`src/rtl/sipo_ctrl_pkg.sv`:
```
// Shared definitions for the SIPO frame controller: FSM states and defaults.
package sipo_ctrl_pkg;

   localparam int STATE_W       = 2;
   localparam int DEFAULT_WIDTH = 4;

   typedef enum logic [STATE_W-1:0] {
      IDLE  = 2'd0,
      SHIFT = 2'd1,
      LOAD  = 2'd2
   } state_t;

endpackage

```
`src/rtl/sipo_shift_core.sv`:
```
// WIDTH-bit serial-in shifter; new bits enter at the top and move toward bit 0,
// so the first bit received ends up in bit 0 after WIDTH shifts.
module sipo_shift_core #(
   parameter int WIDTH = sipo_ctrl_pkg::DEFAULT_WIDTH
) (
   input  logic             clk,
   input  logic             reset,
   input  logic             clr,
   input  logic             en,
   input  logic             in,
   output logic [WIDTH-1:0] q
);

   logic [WIDTH-1:0] q_reg;
   logic [WIDTH-1:0] shift_next;

   // Each bit takes its upper neighbour; the top bit takes the serial input.
   genvar gi;
   generate
      for (gi = 0; gi < WIDTH - 1; gi++) begin : g_shift
         assign shift_next[gi] = q_reg[gi+1];
      end
   endgenerate
   assign shift_next[WIDTH-1] = in;

   // Shift register: clear has priority over a shift.
   always_ff @(posedge clk or posedge reset) begin
      if (reset) begin
         q_reg <= '0;
      end else if (clr) begin
         q_reg <= '0;
      end else if (en) begin
         q_reg <= shift_next;
      end
   end

   assign q = q_reg;

endmodule

```
`src/rtl/sipo_frame_controller.sv`:
```
// Frame controller: counts WIDTH qualified serial bits after a start pulse,
// then moves the assembled word into a valid/ready holding register and
// flags words lost while the consumer stalls.
module sipo_frame_controller
   import sipo_ctrl_pkg::*;
#(
   parameter int WIDTH = DEFAULT_WIDTH
) (
   input  logic             clk,
   input  logic             reset,
   input  logic             start,
   input  logic             abort,
   input  logic             in,
   input  logic             bit_en,
   input  logic             ready,
   input  logic             clr_overrun,
   output logic [WIDTH-1:0] data_out,
   output logic             valid,
   output logic             busy,
   output logic             overrun
);

   localparam int CNT_W = (WIDTH > 1) ? $clog2(WIDTH) : 1;
   localparam logic [CNT_W-1:0] LAST_CNT = CNT_W'(WIDTH - 1);

   state_t           state_reg, state_next;
   logic [CNT_W-1:0] count_reg, count_next;
   logic [WIDTH-1:0] data_reg;
   logic             valid_reg;
   logic             overrun_reg;

   logic [WIDTH-1:0] shifter;
   logic             shift_clr;
   logic             shift_en;
   logic             slot_free;
   logic             load_word;
   logic             drop_word;

   sipo_shift_core #(.WIDTH(WIDTH)) u_shift (
      .clk   (clk),
      .reset (reset),
      .clr   (shift_clr),
      .en    (shift_en),
      .in    (in),
      .q     (shifter)
   );

   // Next-state, counter and shifter controls; defaults hold everything.
   always_comb begin
      state_next = state_reg;
      count_next = count_reg;
      shift_clr  = 1'b0;
      shift_en   = 1'b0;
      case (state_reg)
         IDLE: begin
            if (start) begin
               state_next = SHIFT;
               count_next = '0;
               shift_clr  = 1'b1;
            end
         end
         SHIFT: begin
            if (abort) begin
               state_next = IDLE;
               count_next = '0;
            end else if (bit_en) begin
               shift_en = 1'b1;
               if (count_reg == LAST_CNT) begin
                  state_next = LOAD;
                  count_next = '0;
               end else begin
                  count_next = count_reg + CNT_W'(1);
               end
            end
         end
         LOAD: begin
            state_next = IDLE;
         end
         default: begin
            state_next = IDLE;
            count_next = '0;
         end
      endcase
   end

   // The holding register is free if empty or being consumed this cycle.
   assign slot_free = !valid_reg || ready;
   assign load_word = (state_reg == LOAD) && slot_free;
   assign drop_word = (state_reg == LOAD) && !slot_free;

   // FSM state and bit counter.
   always_ff @(posedge clk or posedge reset) begin
      if (reset) begin
         state_reg <= IDLE;
         count_reg <= '0;
      end else begin
         state_reg <= state_next;
         count_reg <= count_next;
      end
   end

   // Holding register and valid flag: a load wins over a consume.
   always_ff @(posedge clk or posedge reset) begin
      if (reset) begin
         data_reg  <= '0;
         valid_reg <= 1'b0;
      end else if (load_word) begin
         data_reg  <= shifter;
         valid_reg <= 1'b1;
      end else if (valid_reg && ready) begin
         valid_reg <= 1'b0;
      end
   end

   // Sticky overrun flag: a drop in the same cycle as a clear leaves it set.
   always_ff @(posedge clk or posedge reset) begin
      if (reset) begin
         overrun_reg <= 1'b0;
      end else if (drop_word) begin
         overrun_reg <= 1'b1;
      end else if (clr_overrun) begin
         overrun_reg <= 1'b0;
      end
   end

   assign data_out = data_reg;
   assign valid    = valid_reg;
   assign overrun  = overrun_reg;
   assign busy     = (state_reg != IDLE);

endmodule

```
`config.mk`:
```
export PLATFORM = sky130hd
export DESIGN_NAME = sipo_frame_controller
export DESIGN_NICKNAME = d
export VERILOG_FILES = /design/src/rtl/sipo_ctrl_pkg.sv /design/src/rtl/sipo_shift_core.sv /design/src/rtl/sipo_frame_controller.sv
export SDC_FILE = /design/constraint.sdc
export NUM_CORES = 1
export LEC_CHECK = 0
export ABC_AREA = 1
export CAP_MARGIN = 20
export CORE_MARGIN = 2
export CORE_UTILIZATION = 45
export DETAILED_ROUTE_END_ITERATION = 10
export HOLD_SLACK_MARGIN = 0.1
export PLACE_DENSITY = 0.74
export SYNTH_ARGS = -nofsm -noshare
export SYNTH_HDL_FRONTEND = slang
export SYNTH_SLANG_ARGS = --single-unit
```
`constraint.sdc`:
```
create_clock -name clk -period 3.2 [get_ports clk]
set_clock_uncertainty 0.1 [all_clocks]
set_input_delay 0.8 -clock clk [delete_from_list [all_inputs] [get_ports clk]]
set_output_delay 0.8 -clock clk [all_outputs]
set_load 0.02 [all_outputs]
```
# [Word level (Yosys, flattened, before mapping)]
# Cells that the tools add are included.
# W data, S select, Z words.
[totals] word_cells=48 in_bits=8 ff_bits=14 output_inout_bits=7
[classes] bitwise_logic=1 reduce_logical=13 add_sub_neg=1 mux=21 n_eq_ne=6
[op_table] op="$mux W2" count=8
[op_table] op="$mux W1" count=9
[op_table] op="$mux W4" count=2
[op_table] op="$reduce_bool A2 Y1" count=4
[op_table] op="$ne A3 B3 Y1 const B" count=2
[op_table] op="$pmux W2 S3" count=1
[op_table] op="$reduce_and A3 Y1" count=2
[op_table] op="$eq A2 B2 Y1 const B" count=2
[op_table] op="$pmux W2 S2" count=1
[op_table] op="$logic_and A1 B1 Y1" count=3
[op_table] op="$add A2 B1 Y2 const B" count=1
[op_table] op="$eq A2 B1 Y1 const B" count=1
[op_table] op="$logic_not A1 Y1" count=2
[op_table] op="$logic_not A2 Y1" count=1
[op_table] op="$ne A2 B2 Y1 const B" count=1
[op_table] op="$logic_or A1 B1 Y1" count=1
[op_table] op="$not A1 Y1" count=1

# [Depth between registers and ports, before layout]
# Gate-level depths: netlist of the first run.
[logic_depth] word_depth=5 mapped_depth=6 mapped_depth_nobuf=6

# [Cells and area by module]
# A second synthesis of the first run with hierarchy kept.
[unflattened] cells_unflattened=78 hier_area_um2=645.6
[modules_own_cells] module="sipo_frame_controller" area_each_um2=481.7 n_inst=1 seq_area_each_um2=250.2 cells_each=59
[modules_own_cells] module="sipo_shift_core" area_each_um2=163.9 n_inst=1 seq_area_each_um2=100.1 cells_each=19

# [Least setup slack after synthesis of the first run]
# OpenSTA, ideal clock, no wires.
[synth_path] path_kind="register to output" start="register state_reg[0]" end="output busy" stages_incl_launch_ff=3 t_arrival_ns=0.729 path_buffers=0 required_time_ns=2.300 path_slack_ns=1.571 path_cell_list="dfrtp_1 nor2_1 inv_1"
[synth_between] elab_chain_cells=1
[synth_lines] element="from (decl)" line="sipo_frame_controller.sv:26" text="state_t state_reg, state_next;"
[synth_lines] element="from (signal assigned)" line="sipo_frame_controller.sv:97" text="state_reg <= state_next;"
[synth_lines] element="$reduce_bool A2 Y1" line="sipo_frame_controller.sv:129" text="assign busy = (state_reg != IDLE);"
[synth_lines] element="to (decl)" line="sipo_frame_controller.sv:19" text="output logic busy,"
# Every way passes these cells.

# [Worst setup path after layout of the first run]
# Ends and elaborated chain as after synthesis.

==> results list, run 1 <==
* PostCTS Resize Cnt: 0
* PD cells: 443 mW/mm²
* Clock input transition at the sequential cells of the worst setup and hold paths: approximately 0.080 ns
* Post-synthesis instance area: about 630 µm²
* Number of failing hold endpoints at the final stage: 0
- The filler cells instantiated in the layout total ~120.
- TritonRoute pass-1 iters: 4
- Counting flops and latches in the post-synthesis netlist gives 14.
- 15 I/O pins were placed.
* Fraction of registers with async set/reset: 100%
* Portion of the post-synthesis area used by sequential elements: 55.8%
- In the post-synthesis netlist, the biggest area contributors are sky130_fd_sc_hd__dfrtp_1 (56%), sky130_fd_sc_hd__nand2_1 (16%), sky130_fd_sc_hd__nand3_1 (8.0%), sky130_fd_sc_hd__inv_1 (6.0%), sky130_fd_sc_hd__ha_1 (2.0%).
- OpenSTA, run right after detailed placement, puts the worst setup slack at around 1.1 ns.
* DRC errors left: 0
* Placed inst area: around 790 µm²
* Worst slew margin relative to its limit: 65.4%
- At the pin with the least slew margin, the transition time is approximately 0.52 ns.
- Critical path fanouts, max: 7
- Across the VDD grid, the largest voltage drop is slightly above 0.0003 V.
- For the worst-skew pair, the clock arrives at the later sink with an insertion delay of approximately 0.28 ns.
- Shortest period the worst path allows: 2.43 ns
- The final critical path takes up 75.8% of the cycle.
- The analysis attributes to cell leakage a power of approximately 0.43 nW.
- Once the floorplan was initialized, standard cells occupied 48.3% of the core.
- Wire length of the first global-routing pass: roughly 1700 µm
- Using the TritonRoute via totals, the vias-per-cell ratio works out to around 4.7.
- The worst setup path is launched from a flip-flop.
* Per-cell routed wire length: 9.59 µm
* CP arrival: ~1.5 ns
* Post-CTS setup-driven buffer insertion count: 0
- Of the post-synthesis cell area, the dominant cell type holds a little under three fifths.
- The tightest min-delay check is of the flip-flop to flip-flop type.
- Counting instances in the post-synthesis netlist gives the leading cell types as sky130_fd_sc_hd__nand2_1 (26), sky130_fd_sc_hd__dfrtp_1 (14), sky130_fd_sc_hd__inv_1 (10), sky130_fd_sc_hd__nand3_1 (10).
- Row Count: 13
- The root buffer cell chosen for the clock tree is sky130_fd_sc_hd__clkbuf_4.
- The wire-length estimate of the detail-placed layout is slightly below 800 µm.
- Number of maximum-capacitance violations: 0
- Clock tree synthesis inserted a total of 3 buffers.
* Fraction of final layout cells with drive strength greater than 1: 10.9%
* Setup violations, final: 0
- Critical path start-end classification: flip-flop to primary output
- TritonCTS built the clock tree.
- Violation count after the first detailed-route iteration: 9
- Once layout is done, the placed cells without fillers occupy 823 µm².
* Ys flop type: sky130_fd_sc_hd__dfrtp_1
* Routed vias: 508
- Required time worst endpoint: between 2 and 2.5 ns
- Number of port buffers: 14
- The flow ran to the end, and the final reports show no timing, DRC or antenna violations.
- No sink is reached through more buffers than the 2 on the longest clock path.
- The die covers roughly 0.0017 mm².
* Endpoint class of the critical path: primary output
- Setup slack closes at approximately 0.77 ns.
- Total length of routed wires: between 1000 and 1500 µm
* Initial antenna violation count: 0
- For this run the aggregate overflow at the end of global routing stands at 0.
* Remaining antenna violation count: 0
- The core region is about 0.0013 mm².
- In this run the mean area of a mapped cell was ~8.5 µm².
* Syn. warnings: 0
- In this run, post-CTS hold repair placed 0 buffers.
* Total power: between 300 and 400 µW
* All-layer global routing usage: about 15%
- At the end of routability-driven placement, the weighted congestion stood at approximately 0.8.
- Count of flip-flops with a built-in enable after synthesis: 0
* Pin count of the biggest net entering global routing: 15
* Number of antenna repair diodes: 0
- Number of different library cells in the post-synthesis netlist: 15
- In the final design database the tool counted roughly 100 nets.
* Area leader, netlist: sky130_fd_sc_hd__dfrtp_1
- After technology mapping, the gate count stands at 74.
* Cell with the most instances after synthesis: sky130_fd_sc_hd__nand2_1
- The number of max-slew violations in the final report was 0.
* Post-synthesis to final-layout area growth: 31.1%
- Sink count of the clock tree: 14
* RSZ-0062 raised after global routing: false
* Htree depth: 1
* Vert. Die Dim: a little over 40 µm
* Max Clock Freq: between 400 and 500 MHz
- The via count of the first global-routing pass is between 400 and 500.
* Floorplan die width: 41.4 µm
- In the final timing run, aggregate negative setup slack is 0 ns.
- Syn_nets: 83
==> worst max-delay path, stage by stage, from the launching register on <==
cell	delay (ns)
sky130_fd_sc_hd__dfrtp_1	0.50
sky130_fd_sc_hd__nor2_1	0.10
sky130_fd_sc_hd__inv_1	0.06
sky130_fd_sc_hd__clkdlybuf4s50_1	0.59
==> layer usage <==
metal | wire length, µm | track usage (%) | up-vias
met3 | 55 | 4.79 | 2
met5 | 0 | 0 | -
met2 | 464 | 24.2 | 11
met1 | 494 | 19.3 | 224
li1 | - | - | 271
met4 | 10 | 4.84 | 0
==> where the power goes <==
group | switching, mW | internal, mW | leakage, nW | total, mW
Combinational | 0.0250 | 0.0207 | 0.219 | 0.0456
Sequential | 0.00920 | 0.185 | 0.192 | 0.194
Clock | 0.0560 | 0.0692 | 0.0210 | 0.125
Total | 0.0902 | 0.275 | 0.432 | 0.365
==> stage by stage <==
| stage | util, % | cells | hold slack (ns) |
|---|---|---|---|
| 2_1_floorplan | - | 74 | 0.346 |
| 3_3_place_gp | 60.5 | 103 | 0.355 |
| 3_5_place_dp | 60.5 | 103 | 0.360 |
| 4_1_cts | 63.3 | 107 | 0.380 |
| 5_1_grt | 63.3 | 107 | 0.395 |
| 6_report | 63.3 | 107 | 0.376 |
==> final timing paths <==
check / from / to / slack [ns] / cells after the start
setup / recovery: state_reg[0]$_DFFE_PP0P_ / busy / 0.77 / 3
hold / removal: data_out[0]$_DFFE_PP0P_ / data_out[0]$_DFFE_PP0P_ / 0.38 / 2
setup reg to reg: state_reg[1]$_DFFE_PP0P_ / count_reg[1]$_DFFE_PP0P_ / 2.06 / 5
hold reg to reg: data_out[0]$_DFFE_PP0P_ / data_out[0]$_DFFE_PP0P_ / 0.38 / 2
max in group asynchronous: reset / data_out[3]$_DFFE_PP0P_ / 1.90 / 2
min in group asynchronous: reset / overrun$_DFFE_PP0P_ / 0.75 / 2
==> cells in the final DEF, fill, tap and decap left out, drive strengths merged <==
master         count
nor3               1
nand3             11
o211ai             1
clkbuf             4
clkdlybuf4s50     14
nor2               4
dfrtp             14
inv               10
clkinv             1
nand2             28
o21ai              3
ha                 1
==> area by class of cell <==
class	count	area, µm²	area share [%]
Timing Repair Buffer	14	140	17.0
Clock buffer	4	36.3	4.41
Sequential cell	14	350	42.6
Inverter	11	42.5	5.17
Multi-Input combinational cell	49	235	28.6
Tap cell	15	18.8	2.28
==> logic make-up after synthesis <==
kind of cell / after synthesis / synth area share [%]
flops: 14 / 55.8
buf+inv: 11 / 6.77
fa+ha+maj: 1 / 1.99
compound gates: 4 / 3.59
simple gates: 44 / 31.9
Power figures use the tool's default switching activity.
==> run 2, diff against run 1 <==
Clock period 3.2 ns to 2.4 ns, I/O delays scaled along.
==> results of run 2 <==
The final DEF is identical to that of run 1. Status: completed.
Main changes from that run: setup slack after placement 1.08 ns -> 0.476 ns; setup slack after layout 0.775 ns -> 0.175 ns; register-to-register setup slack 2.06 ns -> 1.26 ns; total power 0.365 mW -> 0.487 mW; worst IR drop on VDD 0.000307 V -> 0.000410 V
